==> src/rtl/exec_ctrl_pkg.sv <==
// Shared encodings and default widths for the run/step execution controller.
package exec_ctrl_pkg;

    localparam int DEF_PC_WIDTH  = 33;
    localparam int DEF_CNT_WIDTH = 16;

    typedef enum logic [1:0] {
        MODE_FREE  = 2'b00,
        MODE_STEP  = 2'b01,
        MODE_STEPN = 2'b10,
        MODE_BREAK = 2'b11
    } mode_t;

    typedef enum logic [2:0] {
        ST_IDLE     = 3'd0,
        ST_RUN      = 3'd1,
        ST_STEP_ONE = 3'd2,
        ST_STEP_N   = 3'd3,
        ST_HALT     = 3'd4
    } state_t;

endpackage

==> src/rtl/exec_ctrl_bp_match.sv <==
// Combinational breakpoint comparator: exact pc match, armed only in RUN with
// the break mode latched, or in STEP_N.
module bp_match
    import exec_ctrl_pkg::*;
#(
    parameter int PC_WIDTH = DEF_PC_WIDTH
) (
    input  logic [PC_WIDTH-1:0] i_pc,
    input  logic [PC_WIDTH-1:0] i_bp_addr,
    input  logic                i_bp_enable,
    input  mode_t               i_mode,
    input  state_t              i_state,
    output logic                o_match
);

    logic w_armed;

    assign w_armed = (i_state == ST_STEP_N) ||
                     ((i_state == ST_RUN) && (i_mode == MODE_BREAK));
    assign o_match = i_bp_enable && w_armed && (i_pc == i_bp_addr);

endmodule

==> src/rtl/exec_ctrl.sv <==
// Run/step sequencer producing the one-cycle pipeline advance enable, with
// free-run, single-step, step-N and run-to-breakpoint modes.
module exec_ctrl
    import exec_ctrl_pkg::*;
#(
    parameter int PC_WIDTH  = DEF_PC_WIDTH,
    parameter int CNT_WIDTH = DEF_CNT_WIDTH
) (
    input  logic                 i_clock,
    input  logic                 i_reset,
    input  logic [1:0]           i_mode,
    input  logic                 i_step_pulse,
    input  logic                 i_tick,
    input  logic [CNT_WIDTH-1:0] i_step_count,
    input  logic                 i_bp_enable,
    input  logic [PC_WIDTH-1:0]  i_bp_addr,
    input  logic [PC_WIDTH-1:0]  i_pc,
    input  logic                 i_halt_req,
    output logic                 o_advance,
    output logic                 o_running,
    output logic                 o_halted,
    output logic                 o_bp_hit,
    output logic [CNT_WIDTH-1:0] o_steps_left,
    output logic [CNT_WIDTH-1:0] o_cycle_count
);

    state_t               r_state;
    mode_t                r_mode;
    logic                 r_advance;
    logic                 r_running;
    logic                 r_halted;
    logic                 r_bp_hit;
    logic [CNT_WIDTH-1:0] r_steps_left;
    logic [CNT_WIDTH-1:0] r_cycle_count;
    logic                 w_bp_match;

    bp_match #(
        .PC_WIDTH (PC_WIDTH)
    ) u_bp_match (
        .i_pc        (i_pc),
        .i_bp_addr   (i_bp_addr),
        .i_bp_enable (i_bp_enable),
        .i_mode      (r_mode),
        .i_state     (r_state),
        .o_match     (w_bp_match)
    );

    // NOTE: all state is updated with non-blocking assignments so every
    // branch below reads the values from the start of the cycle.
    always_ff @(posedge i_clock) begin
        if (i_reset) begin
            r_state       <= ST_IDLE;
            r_mode        <= MODE_FREE;
            r_advance     <= 1'b0;
            r_running     <= 1'b0;
            r_halted      <= 1'b0;
            r_bp_hit      <= 1'b0;
            r_steps_left  <= '0;
            r_cycle_count <= '0;
        end else begin
            r_advance <= 1'b0;
            case (r_state)
                ST_IDLE: begin
                    if (i_halt_req) begin
                        r_state  <= ST_HALT;
                        r_halted <= 1'b1;
                    end else if (i_step_pulse) begin
                        r_mode <= mode_t'(i_mode);
                        case (mode_t'(i_mode))
                            MODE_FREE, MODE_BREAK: begin
                                r_state   <= ST_RUN;
                                r_running <= 1'b1;
                            end
                            MODE_STEP: r_state <= ST_STEP_ONE;
                            default: begin
                                // A zero step count is a no-op start.
                                if (i_step_count != '0) begin
                                    r_state      <= ST_STEP_N;
                                    r_running    <= 1'b1;
                                    r_steps_left <= i_step_count;
                                end
                            end
                        endcase
                    end
                end

                ST_STEP_ONE: begin
                    r_state <= (i_halt_req) ? ST_HALT : ST_IDLE;
                    if (i_halt_req) begin
                        r_halted <= 1'b1;
                    end else begin
                        r_advance     <= 1'b1;
                        r_cycle_count <= r_cycle_count + CNT_WIDTH'(1);
                    end
                end

                ST_RUN, ST_STEP_N: begin
                    if (i_halt_req) begin
                        r_state   <= ST_HALT;
                        r_running <= 1'b0;
                        r_halted  <= 1'b1;
                    end else if (w_bp_match && i_tick) begin
                        r_state   <= ST_HALT;
                        r_running <= 1'b0;
                        r_halted  <= 1'b1;
                        r_bp_hit  <= 1'b1;
                    end else if (i_step_pulse) begin
                        r_state   <= ST_IDLE;
                        r_running <= 1'b0;
                    end else if (i_tick) begin
                        r_advance     <= 1'b1;
                        r_cycle_count <= r_cycle_count + CNT_WIDTH'(1);
                        if (r_state == ST_STEP_N) begin
                            r_steps_left <= r_steps_left - CNT_WIDTH'(1);
                            if (r_steps_left == CNT_WIDTH'(1)) begin
                                r_state   <= ST_IDLE;
                                r_running <= 1'b0;
                            end
                        end
                    end
                end

                ST_HALT: begin
                    if (i_step_pulse && !i_halt_req) begin
                        r_state  <= ST_IDLE;
                        r_halted <= 1'b0;
                        r_bp_hit <= 1'b0;
                    end
                end

                default: begin
                    r_state   <= ST_IDLE;
                    r_running <= 1'b0;
                    r_halted  <= 1'b0;
                end
            endcase
        end
    end

    assign o_advance     = r_advance;
    assign o_running     = r_running;
    assign o_halted      = r_halted;
    assign o_bp_hit      = r_bp_hit;
    assign o_steps_left  = r_steps_left;
    assign o_cycle_count = r_cycle_count;

endmodule

==> config.mk <==
export PLATFORM = sky130hd
export DESIGN_NAME = exec_ctrl
export DESIGN_NICKNAME = d
export VERILOG_FILES = /design/src/rtl/exec_ctrl_pkg.sv /design/src/rtl/exec_ctrl_bp_match.sv /design/src/rtl/exec_ctrl.sv
export SDC_FILE = /design/constraint.sdc
export NUM_CORES = 1
export LEC_CHECK = 0
export CAP_MARGIN = 20
export CORE_ASPECT_RATIO = 0.9
export CORE_UTILIZATION = 41
export DETAILED_ROUTE_END_ITERATION = 10
export MAX_ROUTING_LAYER = met4
export PLACE_DENSITY = 0.8
export SLEW_MARGIN = 20
export SYNTH_ARGS = -nofsm -noshare
export SYNTH_HDL_FRONTEND = slang
export SYNTH_HIERARCHICAL = 1
export SYNTH_SLANG_ARGS = --single-unit
==> constraint.sdc <==
create_clock -name i_clock -period 3.2 [get_ports i_clock]
set_input_delay 0.96 -clock i_clock [delete_from_list [all_inputs] [get_ports i_clock]]
set_output_delay 0.96 -clock i_clock [all_outputs]
set_load 0.01 [all_outputs]
======== After elaboration in Yosys (flattened, before gate mapping) ========
Index checks and enable logic that the tools add are counted.
Widths: inputs -> output; s select.
operators by class
  add/subtract/negate cells ............... 2
  equality and inequality tests ........... 30
  multiplexer cells ....................... 53
  bitwise gates (word level) .............. 2
  reduce and logical (&&, ||, !) cells .... 25
operator list
  cell                   number
  $mux 16                14
  $pmux 16 s2            2
  $eq 33x33->1           1
  $mux 3                 11
  $ne 2x2->1 const B     13
  $mux 1                 19
  $add 16x1->16 const B  1
  $eq 16x1->1 const B    1
  $reduce_bool 16->1     1
  $sub 16x1->16 const B  1
  $ne 5x5->1 const B     3
  $pmux 3 s4             1
  $reduce_and 6->1       2
  $reduce_and 10->1      1
  $reduce_and 8->1       1
  $reduce_or 2->1        4
  $eq 3x2->1 const B     2
  $ne 3x3->1 const B     2
  $pmux 1 s2             3
  $pmux 1 s3             2
  $pmux 3 s2             1
  $reduce_and 3->1       2
  $reduce_bool 2->1      3
  $logic_and 1x1->1      5
  other kinds (14)       16
storage, ports and cells
  flip-flop bits (word level) ............. 41
  input port bits ......................... 90
  output and inout port bits .............. 36
  logic and storage cells ................. 120

======== Depth between registers and ports, before layout ========
Gate-level depths: netlist of the first run.
  depth after elaboration ................. 9
  gate-level depth with buffers ........... 10
  mapped depth without buffers ............ 9

======== By module ========
The synthesis of the first run kept the hierarchy.
modules (own cells, without submodules)
  module     times used  cells an instance  area each (um^2)  seq. area each (um^2)
  exec_ctrl  1           292                2279.7            820.8
  bp_match   1           48                 379.1             0.0

======== Worst setup path after synthesis of the first run ========
OpenSTA, ideal clock, no wires.
  path type ............................... input to register
  start point ............................. in i_bp_addr[10]
  end point ............................... reg r_cycle_count[14] (netlist: o_cycle_count[14])
  setup time .............................. 128 ps
  data arrival time ....................... 2714 ps
  data required time ...................... 3072 ps
  setup slack ............................. 358 ps
  cell stages on the path ................. 9
  path buffers ............................ 0
  cell sequence ........................... xor2_1 -> nor4_1 -> nand4_1 -> nor3_2 -> and4bb_2 -> o2111ai_1 -> nor3b_1 -> xnor2_1 -> nor2_1
between the ends
  cells in the longest elaborated chain, start to end .. 5
RTL lines
  element                            RTL line                  RTL
  start, declared                    exec_ctrl.sv:16           input logic [PC_WIDTH-1:0] i_bp_addr,
  $eq 33x33->1                       exec_ctrl_bp_match.sv:20  assign o_match = i_bp_enable && w_armed && (i_pc == i_bp_addr);
  $logic_and 1x1->1                  exec_ctrl_bp_match.sv:20
  net w_bp_match                     exec_ctrl.sv:35           logic w_bp_match;
  $logic_and 1x1->1                  exec_ctrl.sv:102          end else if (w_bp_match && i_tick) begin
  $ne 2x2->1 (no source line)        --
  $reduce_and 6->1 (no source line)  --
  end signal, assigned               exec_ctrl.sv:93           r_cycle_count <= r_cycle_count + CNT_WIDTH'(1);
  end signal, assigned               exec_ctrl.sv:112          r_cycle_count <= r_cycle_count + CNT_WIDTH'(1);
  end, declared                      exec_ctrl.sv:34           logic [CNT_WIDTH-1:0] r_cycle_count;
The timed path passes the listed nets, and every way through them passes these cells.
A chain may end at the register's enable or synchronous reset.

======== Final worst setup path of the first run ========
  start point ............................. in i_bp_addr[20]
  end point ............................... reg r_cycle_count[15] (netlist: o_cycle_count[15])
Same word-level chain as after synthesis.

==> results of run 1 <==
[worst reg2reg max path, delay by kind of cell (launching register included)]
| family | cells | cell delay (ns) |
|---|---|---|
| AND/OR/NAND/NOR | 6 | 1.07 |
| flip-flops | 1 | 0.50 |
| AO/OA/AOI/OAI | 2 | 0.40 |
| XOR/XNOR | 1 | 0.15 |
[worst min-delay path by stage]
| stage | start | end | slack, ns | cells after the start |
|---|---|---|---|---|
| global route | o_halted | o_halted | 0.49 | 2 |
| floorplan | r_mode[0] | r_mode[0] | 0.46 | 2 |
| detailed placement | o_halted | o_halted | 0.45 | 2 |
| finish | o_halted | o_halted | 0.46 | 2 |
| CTS | o_halted | o_halted | 0.46 | 2 |
| global placement | o_halted | o_halted | 0.45 | 2 |
[routing by layer]
metal,share of wire (%),vias to the layer above
met5,0,-
met4,1.6,0
met3,6.6,11
met2,47,91
met1,45,1362
li1,-,1457
[where the power goes]
group	switching, mW	leakage [nW]	internal [mW]
Sequential	0.0131	0.332	0.520
Combinational	0.122	1.14	0.173
Clock	0.192	0.0554	0.234
[final cells by class]
cell class                      instances  area (µm²)  area share [%]
Inverter                                5        18.8           0.452
Sequential cell                        41         821            19.8
Timing Repair Buffer                  132        1320            31.7
Multi-Input combinational cell        278        1780            42.8
Tap cell                               87         109            2.62
Clock inverter                          2        38.8           0.934
Clock buffer                            6        72.6            1.75
[synthesized netlist by cell type (5+ instances only)]
library cell  count
nor3_1            6
nor2_1           34
clkbuf_1         15
inv_1             5
o31ai_1           7
xnor2_1           7
xor2_1           39
nand3_1           8
nand4_1           6
dfxtp_1          41
nor2b_1           6
nand2_1          33
a21oi_1          27
or3_1             5
ha_1              6
nand2b_1          7
nor4_1           13
o21ai_0          23
[logic make-up after synthesis]
kind of cell,after synthesis,synth area share (%)
AO/OA/AOI/OAI,82,19.0
AND/OR/NAND/NOR,142,28.4
flip-flops,41,30.9
buffers and inverters,21,2.96
adder cells (fa/ha/maj),6,2.82
XOR/XNOR,46,15.2
multiplexers,2,0.753
[flip-flops by register name (all words and copies together), names as in the netlist]
name,count
r_mode,2
o_running,1
o_advance,1
o_steps_left,16
r_state,3
o_cycle_count,16
o_bp_hit,1
o_halted,1
==> flow_summary.ini, run 1 <==
[worst_setup_path]
path_buf_inv = 1
path_cells = clkdlybuf4s50_1, xor2_1, nor4_1, nand4_1, nor3_2, and4bb_2, o2111a_1, nand4_1, xor2_1, nor2_1
crit_family = simple AND/OR/NAND/NOR gates
crit_end = o_cycle_count[15]
crit_slowest_cell = clkdlybuf4s50_1
arrival_ns = 3.26
crit_type = primary input to flop
critPathMaxStageDelay_ns = 0.43
cp-startpoint = i_bp_addr[20]
r2r_slack_ns = 0.96
cp.required_ns = 3.38
r2r-end = o_cycle_count[15]
cp_num_cells = 10
crit_fanout = 5
reg2reg_depth = 9
crit_path_end_kind = flop
critPathLaunchType = primary input
rr_startpoint = r_state[1]

[clock_tree]
path_clk_slew_ns = 0.08
numClockSinks = 41
cts_max_path_buffers = 2
clock_latency_ns = 0.30
cts_resized = 0
clk_root_buffer_cell = clkbuf_8
cts_tree = done
cts_hold_buf = 0
cts_setup_buffers = 0
numCtsBuffers = 5
htree_levels = 2

[logic_synthesis]
synthesis.area_um2 = 2660
synthTopCellsByArea = dfxtp_1, xor2_1, a21oi_1
ys_types = 51
synth_flop_cell = dfxtp_1
ys_ff_latch = 41
synth_warnings = 6
netlist_instances = 340
synth_edf_count = 0
yosysTopAreaCell = dfxtp_1
synth_top_area_share_pct = 30.9
async_flop_share_pct = 0
avgSynthCellArea_um2 = 7.82
synth_nets = 436
ys_seq_area_share_pct = 30.9

[placed_design]
placed_area_um2 = 4020
dp_hpwl_um = 5990
place_congestion = 0.867
portBuffers = 125
placed_cells = 543
dp_slack_ns = -0.167

[detailed_routing]
dr.pass1.iters = 4
routed_wl_um = 7970
antenna_left = 0
wl_per_cell_um = 14.5
vias = 2921
drt_iter0_drc = 153
drc = 0
avgViaCountPerCell = 5.30

[global_route]
gr-usage-met2_pct = 38.3
antenna_found_initial = 0
grt_pass1_vias = 2677
use_met1_pct = 29.6
grt_pass1_wl_um = 12500
busiest_layer = met2
met3_usage_pct = 4.63
grt_max_degree = 46
grt_util_all_layers_pct = 23.7
overflow = 0

[power]
leakage_nw = 1.52
power_mw = 1.25
cellPowerDensity_nw_per_um2 = 302
ir_drop_v = 0.000198

[worst_hold_path]
hold_path.class = flop to flop

[finish]
most-common-layout-cells = clkdlybuf4s50_1, dfxtp_1, xor2_1, nor2_1, nand2_1
postLayoutCoreUtil_pct = 67.2
stdcell_count = 551
fillers = 546
design_area_um2 = 4150
drive_gt1_share_pct = 5.82
antenna_cells = 0
areaGrowthSynthToFinish_pct = 56.2
fin_nets = 559
final_common_cell = clkdlybuf4s50_1

[job]
cap_viol_max_count = 0

[floorplan]
die_area_um2 = 6810
rows = 27
io_pins = 126
die_w_um = 86.9
die_h_um = 78.4
coreArea_um2 = 6180
initial_core_util_pct = 43.0

[timing]
finalSetupViolCount = 0
skew_ns = 0.00563
hold-worst-slack_ns = 0.461
tightest_slew_ns = 0.613
finalCriticalPeriod_ns = 3.08
max_slew_margin_pct = 58.8
maxSlewViolCount = 0
finalCritPeriodShare_pct = 96.2
setup_tns_ns = 0
worst_slack_ns = 0.122
hold_viol = 0
fmax_mhz = 325

[outcome]
status = complete, no violations
No activity file was read; power rests on OpenSTA's default activity.
==> run 2, diff against run 1 <==
--- a/config.mk
+++ b/config.mk
@@ -5,6 +5,7 @@
 export SDC_FILE = /design/constraint.sdc
 export NUM_CORES = 1
 export LEC_CHECK = 0
+export ABC_AREA = 0
 export CAP_MARGIN = 20
 export CORE_ASPECT_RATIO = 0.9
 export CORE_UTILIZATION = 41
==> results of run 2 <==
Same layout as run 1: the final DEF is identical, and so are final timing and power.
==> run 3, diff against run 2 <==
--- a/config.mk
+++ b/config.mk
@@ -8,6 +8,7 @@
 export ABC_AREA = 0
 export CAP_MARGIN = 20
 export CORE_ASPECT_RATIO = 0.9
+export CORE_MARGIN = 2
 export CORE_UTILIZATION = 41
 export DETAILED_ROUTE_END_ITERATION = 10
 export MAX_ROUTING_LAYER = met4
==> flow_summary.ini, run 3 (synthesis results as in run 1) <==
[clock_tree]
cts_setup_buffers = 0
path_clk_slew_ns = 0.08
htree_levels = 2
cts_tree = done
numCtsBuffers = 5
clk_root_buffer_cell = clkbuf_8
numClockSinks = 41
clock_latency_ns = 0.30
cts_max_path_buffers = 2

[global_route]
grt_pass1_wl_um = 12900
grt_pass1_vias = 2730
overflow = 0
grt_util_all_layers_pct = 23.1
grt_max_degree = 46
antenna_found_initial = 0

[worst_setup_path]
r2r_slack_ns = 0.95
crit_type = primary input to flop
arrival_ns = 3.21
reg2reg_depth = 7
crit_path_end_kind = flop
critPathLaunchType = primary input
cp.required_ns = 3.37
crit_fanout = 5

[power]
power_mw = 1.18
leakage_nw = 1.50
ir_drop_v = 0.000288
cellPowerDensity_nw_per_um2 = 284

[floorplan]
die_w_um = 88.9
initial_core_util_pct = 43.0
coreArea_um2 = 6180
io_pins = 126
die_area_um2 = 7150
rows = 27
die_h_um = 80.4

[detailed_routing]
dr.pass1.iters = 4
wl_per_cell_um = 14.8
drc = 0
antenna_left = 0
routed_wl_um = 8150
drt_iter0_drc = 154
avgViaCountPerCell = 5.30
vias = 2923

[timing]
hold-worst-slack_ns = 0.470
tightest_slew_ns = 0.654
skew_ns = 0.00933
max_slew_margin_pct = 56.0
worst_slack_ns = 0.166
hold_viol = 0
finalCritPeriodShare_pct = 94.8
finalSetupViolCount = 0
fmax_mhz = 330
finalCriticalPeriod_ns = 3.03
maxSlewViolCount = 0

[placed_design]
dp_slack_ns = -0.154
dp_hpwl_um = 6220
place_congestion = 0.851
portBuffers = 125

[finish]
drive_gt1_share_pct = 6.90
final_common_cell = clkdlybuf4s50_1
postLayoutCoreUtil_pct = 67.1
antenna_cells = 0
fin_nets = 559
most-common-layout-cells = clkdlybuf4s50_1, dfxtp_1, xor2_1, nor2_1, nand2_1
areaGrowthSynthToFinish_pct = 56.1

[outcome]
status = complete, no violations

[worst_hold_path]
hold_depth = 2
hold_path.class = flop to flop

[job]
cap_viol_max_count = 0
run 3: per-layer routing:
| metal | global-route usage, % | share of wire, % | vias up |
|---|---|---|---|
| met4 | 5.15 | 1.4 | 0 |
| met1 | 30.7 | 45 | 1355 |
| met5 | - | 0 | - |
| li1 | - | - | 1465 |
| met2 | 36.8 | 48 | 91 |
| met3 | 4.01 | 5.9 | 12 |
run 3: critical path, stage by stage:
cell and delay, ns:
clkdlybuf4s50_1 0.43, xor2_1 0.18, nor4_1 0.29, nand4_1 0.17
nor3_2 0.26, and4bb_2 0.30, o2111a_2 0.30, nand4_1 0.12
xor2_1 0.15, nor2_1 0.05
run 3: worst paths after layout:
check	from	to
worst min register to register	o_halted	o_halted
worst min-delay path	o_halted	o_halted
worst max register to register	o_steps_left[0]	o_steps_left[12]
worst max-delay path	i_bp_addr[20]	o_cycle_count[15]
run 3: what timing repair did:
item / CTS / global route
endpoints found under the setup margin: 0 / 8
hold buffers: 0 / 0
gates resized for setup: 0 / 8
endpoints found under the hold margin: 0 / 0
run 3: cell type report:
cell class,count,area [µm²]
fillers,541,2030
multi-input cells,278,1790
repair buffers,132,1320
flip-flops and latches,41,821
well taps,87,109
clock buffers,5,68.8
clock inverters,3,21.3
inverters,5,18.8
run 3: metrics by stage:
stage / instances / cell area (µm²) / setup TNS [ns]
after floorplan: 340 / 2660 / 0
after global placement: 543 / 4020 / -1.62
after detailed placement: 543 / 4020 / -1.32
after CTS: 551 / 4110 / 0
after global routing: 551 / 4150 / -0.00131
final: 551 / 4150 / 0
run 3: power breakdown:
part	internal (mW)	leakage [nW]	switching, mW
Combinational	0.173	1.13	0.120
Clock	0.155	0.0445	0.198
Sequential	0.520	0.332	0.0130
==> edit 1, RTL diff (settings of run 1) <==
The 5 states of `state_t` get a one-hot encoding in 5 bits.
--- a/src/rtl/exec_ctrl_pkg.sv
+++ b/src/rtl/exec_ctrl_pkg.sv
@@ -12,10 +12,10 @@
     } mode_t;
 
-    typedef enum logic [2:0] {
-        ST_IDLE     = 3'd0,
-        ST_RUN      = 3'd1,
-        ST_STEP_ONE = 3'd2,
-        ST_STEP_N   = 3'd3,
-        ST_HALT     = 3'd4
+    typedef enum logic [4:0] {
+        ST_IDLE     = 5'b00001,
+        ST_RUN      = 5'b00010,
+        ST_STEP_ONE = 5'b00100,
+        ST_STEP_N   = 5'b01000,
+        ST_HALT     = 5'b10000
     } state_t;
 
Formal check against the unedited RTL: same outputs for any inputs over 4 cycles, from zero or initial values and one cycle with i_reset high; so few cycles prove little.
==> edit 1 against run 1 <==
The run now ends with setup timing left; sequential cell count is 2 higher; largest power group unchanged; largest cell class unchanged; worst setup slack got worse by 0.14 ns; total power increased by 22%; count of clock-buffer cells in the layout stayed put; routed wire length up 22%; area after synthesis grew 10%; final area up 10%.
==> edit 1: results (changes against run 1) <==
Outcome
  • Status: finished with violations (was finished, final reports clean)
  • Violated checks: setup timing

Pwr
  • VDD IR-drop max: 0.000187 V (was 0.000198 V)
  • Sw power: 444 uW (was 327 uW)
  • Leakage: 1.67 nW (was 1.52 nW)

Route
  • Via Count: 3466 (was 2921)
  • Vias per cell: 5.72 (was 5.30)
  • Initial DRC Count: 236 (was 153)
  • Avg WL per Cell: 16.1 microns (was 14.5 microns)
  • Pre-antenna DRT Iters: 5 (was 4)

Timing
  • Worst-Margin Slew: 0.852 ns (was 0.613 ns)
  • Final setup margin: -0.0189 ns (was 0.122 ns)
  • Worst clock skew: 0.00296 ns (was 0.00563 ns)
  • Final setup fails: 1 (was 0)

Setup path
  • Worst r2r src: r_state[3] (was r_state[1])
  • Setup crit start: i_bp_addr[26] (was i_bp_addr[20])

Synthesis
  • Synthesized area per cell: 7.68 sq um (was 7.82 sq um)
  • Commonest cells post-synth: dfxtp_1, a21oi_1, xor2_1 (was dfxtp_1, xor2_1, nor2_1)
  • Syn Nets: 477 (was 436)
  • Seq/Total Area, Yosys: 29.4% (was 30.9%)

Cells and area
  • Layout Nets: 611 (was 559)

Global routing
  • Global-route wire length before repair: 15500 microns (was 12500 microns)
  • Vias in the first global route: 3260 (was 2677)
  • Total GRT Usage: 26.6% (was 23.7%)
  • Largest net degree at the start of global routing: 25 (was 46)

Placement
  • DP HPWL: 7330 microns (was 5990 microns)
  • Gpl congestion: 0.891 (was 0.867)
  • Inst Count DP: 598 (was 543)

Clock network
  • Clock transition at the registers of the reported paths: 0.08 ns (about the same)
-- edit 1: stage by stage --
step                      instance area, sq um  util (%)  hold slack (ns)  worst slack, ns
after detailed placement                  4380      65.1            0.478           -0.317
after floorplan                           2930         -            0.463            0.352
final                                     4570      68.0            0.496          -0.0189
after global routing                      4570      68.0            0.530          -0.0778
after CTS                                 4520      67.1            0.500           0.0211
after global placement                    4380      65.1            0.479           -0.281
-- edit 1: kinds of logic after synthesis --
group / Yosys count / synth area share, %
compound gates: 105 / 22.3
xor+xnor: 44 / 13.2
fa+ha+maj: 6 / 2.56
mux: 3 / 1.03
buf+inv: 28 / 3.68
simple gates: 152 / 27.9
flops: 43 / 29.4
-- edit 1: area by class of cell --
type                            count  area (sq um)
Fill cell                         575          2150
Tap cell                           90           113
Multi-Input combinational cell    310          2000
Sequential cell                    43           861
Timing Repair Buffer              143          1420
Clock buffer                        6          72.6
Inverter                           12          45.0
Clock inverter                      2          60.1
-- edit 1: worst max-delay path, cell delays in order --
cell and delay [ns]:
clkdlybuf4s50_1 0.42, xor2_1 0.17, nor4_1 0.38, nand4_1 0.21, nor3_2 0.31, nor3b_2 0.10, nand3_2 0.12, buf_6 0.12
buf_4 0.11, a211oi_1 0.06, buf_4 0.17, a31o_2 0.23, a21oi_1 0.11
-- edit 1: worst paths after layout --
check | endpoint | slack (ns) | cells past startpoint
setup / recovery | o_cycle_count[7] | -0.02 | 13
hold reg to reg | o_halted | 0.50 | 2
hold / removal | o_halted | 0.50 | 2
setup reg to reg | o_cycle_count[10] | 0.57 | 9
-- edit 1: power groups by stage --
stage / clock [mW] / sequential [mW] / combinational (mW)
finish: 0.506 / 0.603 / 0.423
global route: 0.540 / 0.610 / 0.461
CTS: 0.510 / 0.600 / 0.416
detailed placement: 0 / 0.613 / 0.413
global placement: 0 / 0.611 / 0.402
floorplan: 0 / 0.595 / 0.218
-- edit 1: per-layer routing --
metal	vias up	wire (microns)	track usage [%]
li1	1669	-	-
met2	169	4570	44.5
met5	-	0	-
met3	22	787	5.49
met1	1606	4140	32.2
met4	0	238	9.84
-- edit 1: repair_timing --
| item | CTS | global route |
|---|---|---|
| buffers inserted | 0 | 0 |
| pin swaps | 1 | 13 |
| setup endpoints to repair | 3 | 17 |
| resized for setup | 2 | 15 |
==> edit 2, RTL diff (settings of run 1) <==
Without the edit above. Change the package constant `DEF_CNT_WIDTH` from 16 to 32.
--- a/src/rtl/exec_ctrl_pkg.sv
+++ b/src/rtl/exec_ctrl_pkg.sv
@@ -3,5 +3,5 @@
 
     localparam int DEF_PC_WIDTH  = 33;
-    localparam int DEF_CNT_WIDTH = 16;
+    localparam int DEF_CNT_WIDTH = 32;
 
     typedef enum logic [1:0] {
Interface: changed (resized i_step_count, o_cycle_count and o_steps_left); port bits go from 126 to 174. The function was not compared with the original's and may differ.
==> edit 2 against run 1 <==
The run now ends with setup timing left; routed wire length is 110% higher; area after synthesis grew 71%; total power up 100%; synthesized cell count is 76% higher; worst setup slack worse by 0.23 ns; global-route usage grew 4.6 points; sequential cell count grew 32; final area is 77% higher; critical endpoint is now o_steps_left[28]; largest cell class unchanged; highest routed layer unchanged.
==> edit 2: results (changes against run 1) <==
Cells and area
  • Non-clk bufs: 207 (was 132)
  • Multi-input gates: 482 (was 278)
  • Clk tree area frac: 4.41% (was 2.68%)
  • FF/Latch Area: 0.00146 sq mm (was 821 sq um)
  • Layout cell share with drive strength beyond 1: 12.8% (was 5.82%)
  • Inverters: 13 (was 5)
  • Seq_cells: 73 (was 41)
  • Fill count: 835 (was 546)
  • Multi-input combinational area share: 41.5% (was 42.8%)

Synthesis
  • Seq/Total Area, Yosys: 32.2% (was 30.9%)
  • Top cells by area, synth: dfxtp_1, xor2_1, a21oi_1, nand2_1, o21ai_0 (was dfxtp_1, xor2_1, a21oi_1, nor2_1, nand2_1)
  • Synthesized-area fraction occupied by xor and xnor cells: 10.6% (was 15.2%)
  • Mux share of post-synthesis cell area: 1.16% (was 0.753%)
  • Synth Area in Compound Gates: 19.5% (was 19.0%)
  • Adder-Cell Fraction of Synth Area: 1.65% (was 2.82%)

Outcome
  • Status: finished with violations (was finished, final reports clean)
  • Violated checks: setup timing

Placement
  • DP HPWL: 11100 microns (was 5990 microns)
  • Port bufs: 173 (was 125)

Floorplan
  • Cell row count: 36 (was 27)

Pwr
  • VDD IR-drop max: 0.000262 V (was 0.000198 V)
  • Pint: 1.85 mW (was 927 uW)

Timing
  • Worst clock skew: 0.0125 ns (was 0.00563 ns)
  • Final setup margin: -0.113 ns (was 0.122 ns)
  • Slew margin rel.: 33.0% (was 58.8%)
  • Final setup fails: 29 (was 0)

Route
  • Avg WL per Cell: 18.5 microns (was 14.5 microns)
  • Initial DRC Count: 350 (was 153)

Setup path
  • Crit path arrival time: 3.49 ns (was 3.26 ns)
  • Flop-to-flop setup slack: 0.32 ns (was 0.96 ns)

Clock network
  • Max H-tree Level: 3 (was 2)
  • Root buf cell: clkbuf_16 (was clkbuf_8)

Global routing
  • Largest net degree at the start of global routing: 76 (was 46)
  • Global-route wire length before repair: 24800 microns (was 12500 microns)
[edit 2: changes by cell type in the layout (fill, tap and decap cells not counted), sizes merged, moves of 9 or more]
cell           change
o21ai             +25
dlymetal6s2s      +56
nor4              +12
nor2              +26
nand3             +14
nor3              +14
inv               +11
clkdlybuf4s50     -19
dfxtp             +32
nand2             +38
xnor2              +9
a21oi             +34
buf               +25
[edit 2: per-layer routing]
metal	up-vias	track usage, %	share of wire [%]
met4	0	10.1	2.7
met3	48	5.75	9.9
met2	338	48.1	47
li1	2531	-	-
met5	-	-	0
met1	2502	33.5	40
[edit 2: critical path, stage by stage]
cell and delay [ns]:
dlygate4sd2_1 0.28, xor2_1 0.15, nor4_1 0.28, nand4_1 0.26, nor3_4 0.39, nor4b_2 0.10, and3_4 0.19, a31oi_4 0.17
or3_4 0.22, buf_12 0.14, buf_16 0.12, a21o_1 0.13, a21oi_2 0.07
[edit 2: cells by family after synthesis]
| group | count (synthesis) |
|---|---|
| simple gates | 267 |
| compound gates | 149 |
| flops | 73 |
| xor+xnor | 55 |
| buf+inv | 43 |
| fa+ha+maj | 6 |
| mux | 5 |
[edit 2: power by group through the flow]
stage          sequential, mW  combinational (mW)  clock [mW]
4_1_cts                 0.945               0.485        1.12
5_1_grt                 0.948               0.535        1.16
3_5_place_dp            0.965               0.461           0
3_3_place_gp            0.965               0.455           0
2_1_floorplan           0.963               0.217           0
6_report                0.947               0.503        1.11
[edit 2: final timing paths]
| kind | start | to | cells past startpoint |
|---|---|---|---|
| max | i_pc[11] | o_steps_left[28] | 13 |
| min | r_mode[1] | r_mode[1] | 2 |
| max reg2reg | r_state[0] | o_steps_left[28] | 12 |
| min reg2reg | r_mode[1] | r_mode[1] | 2 |
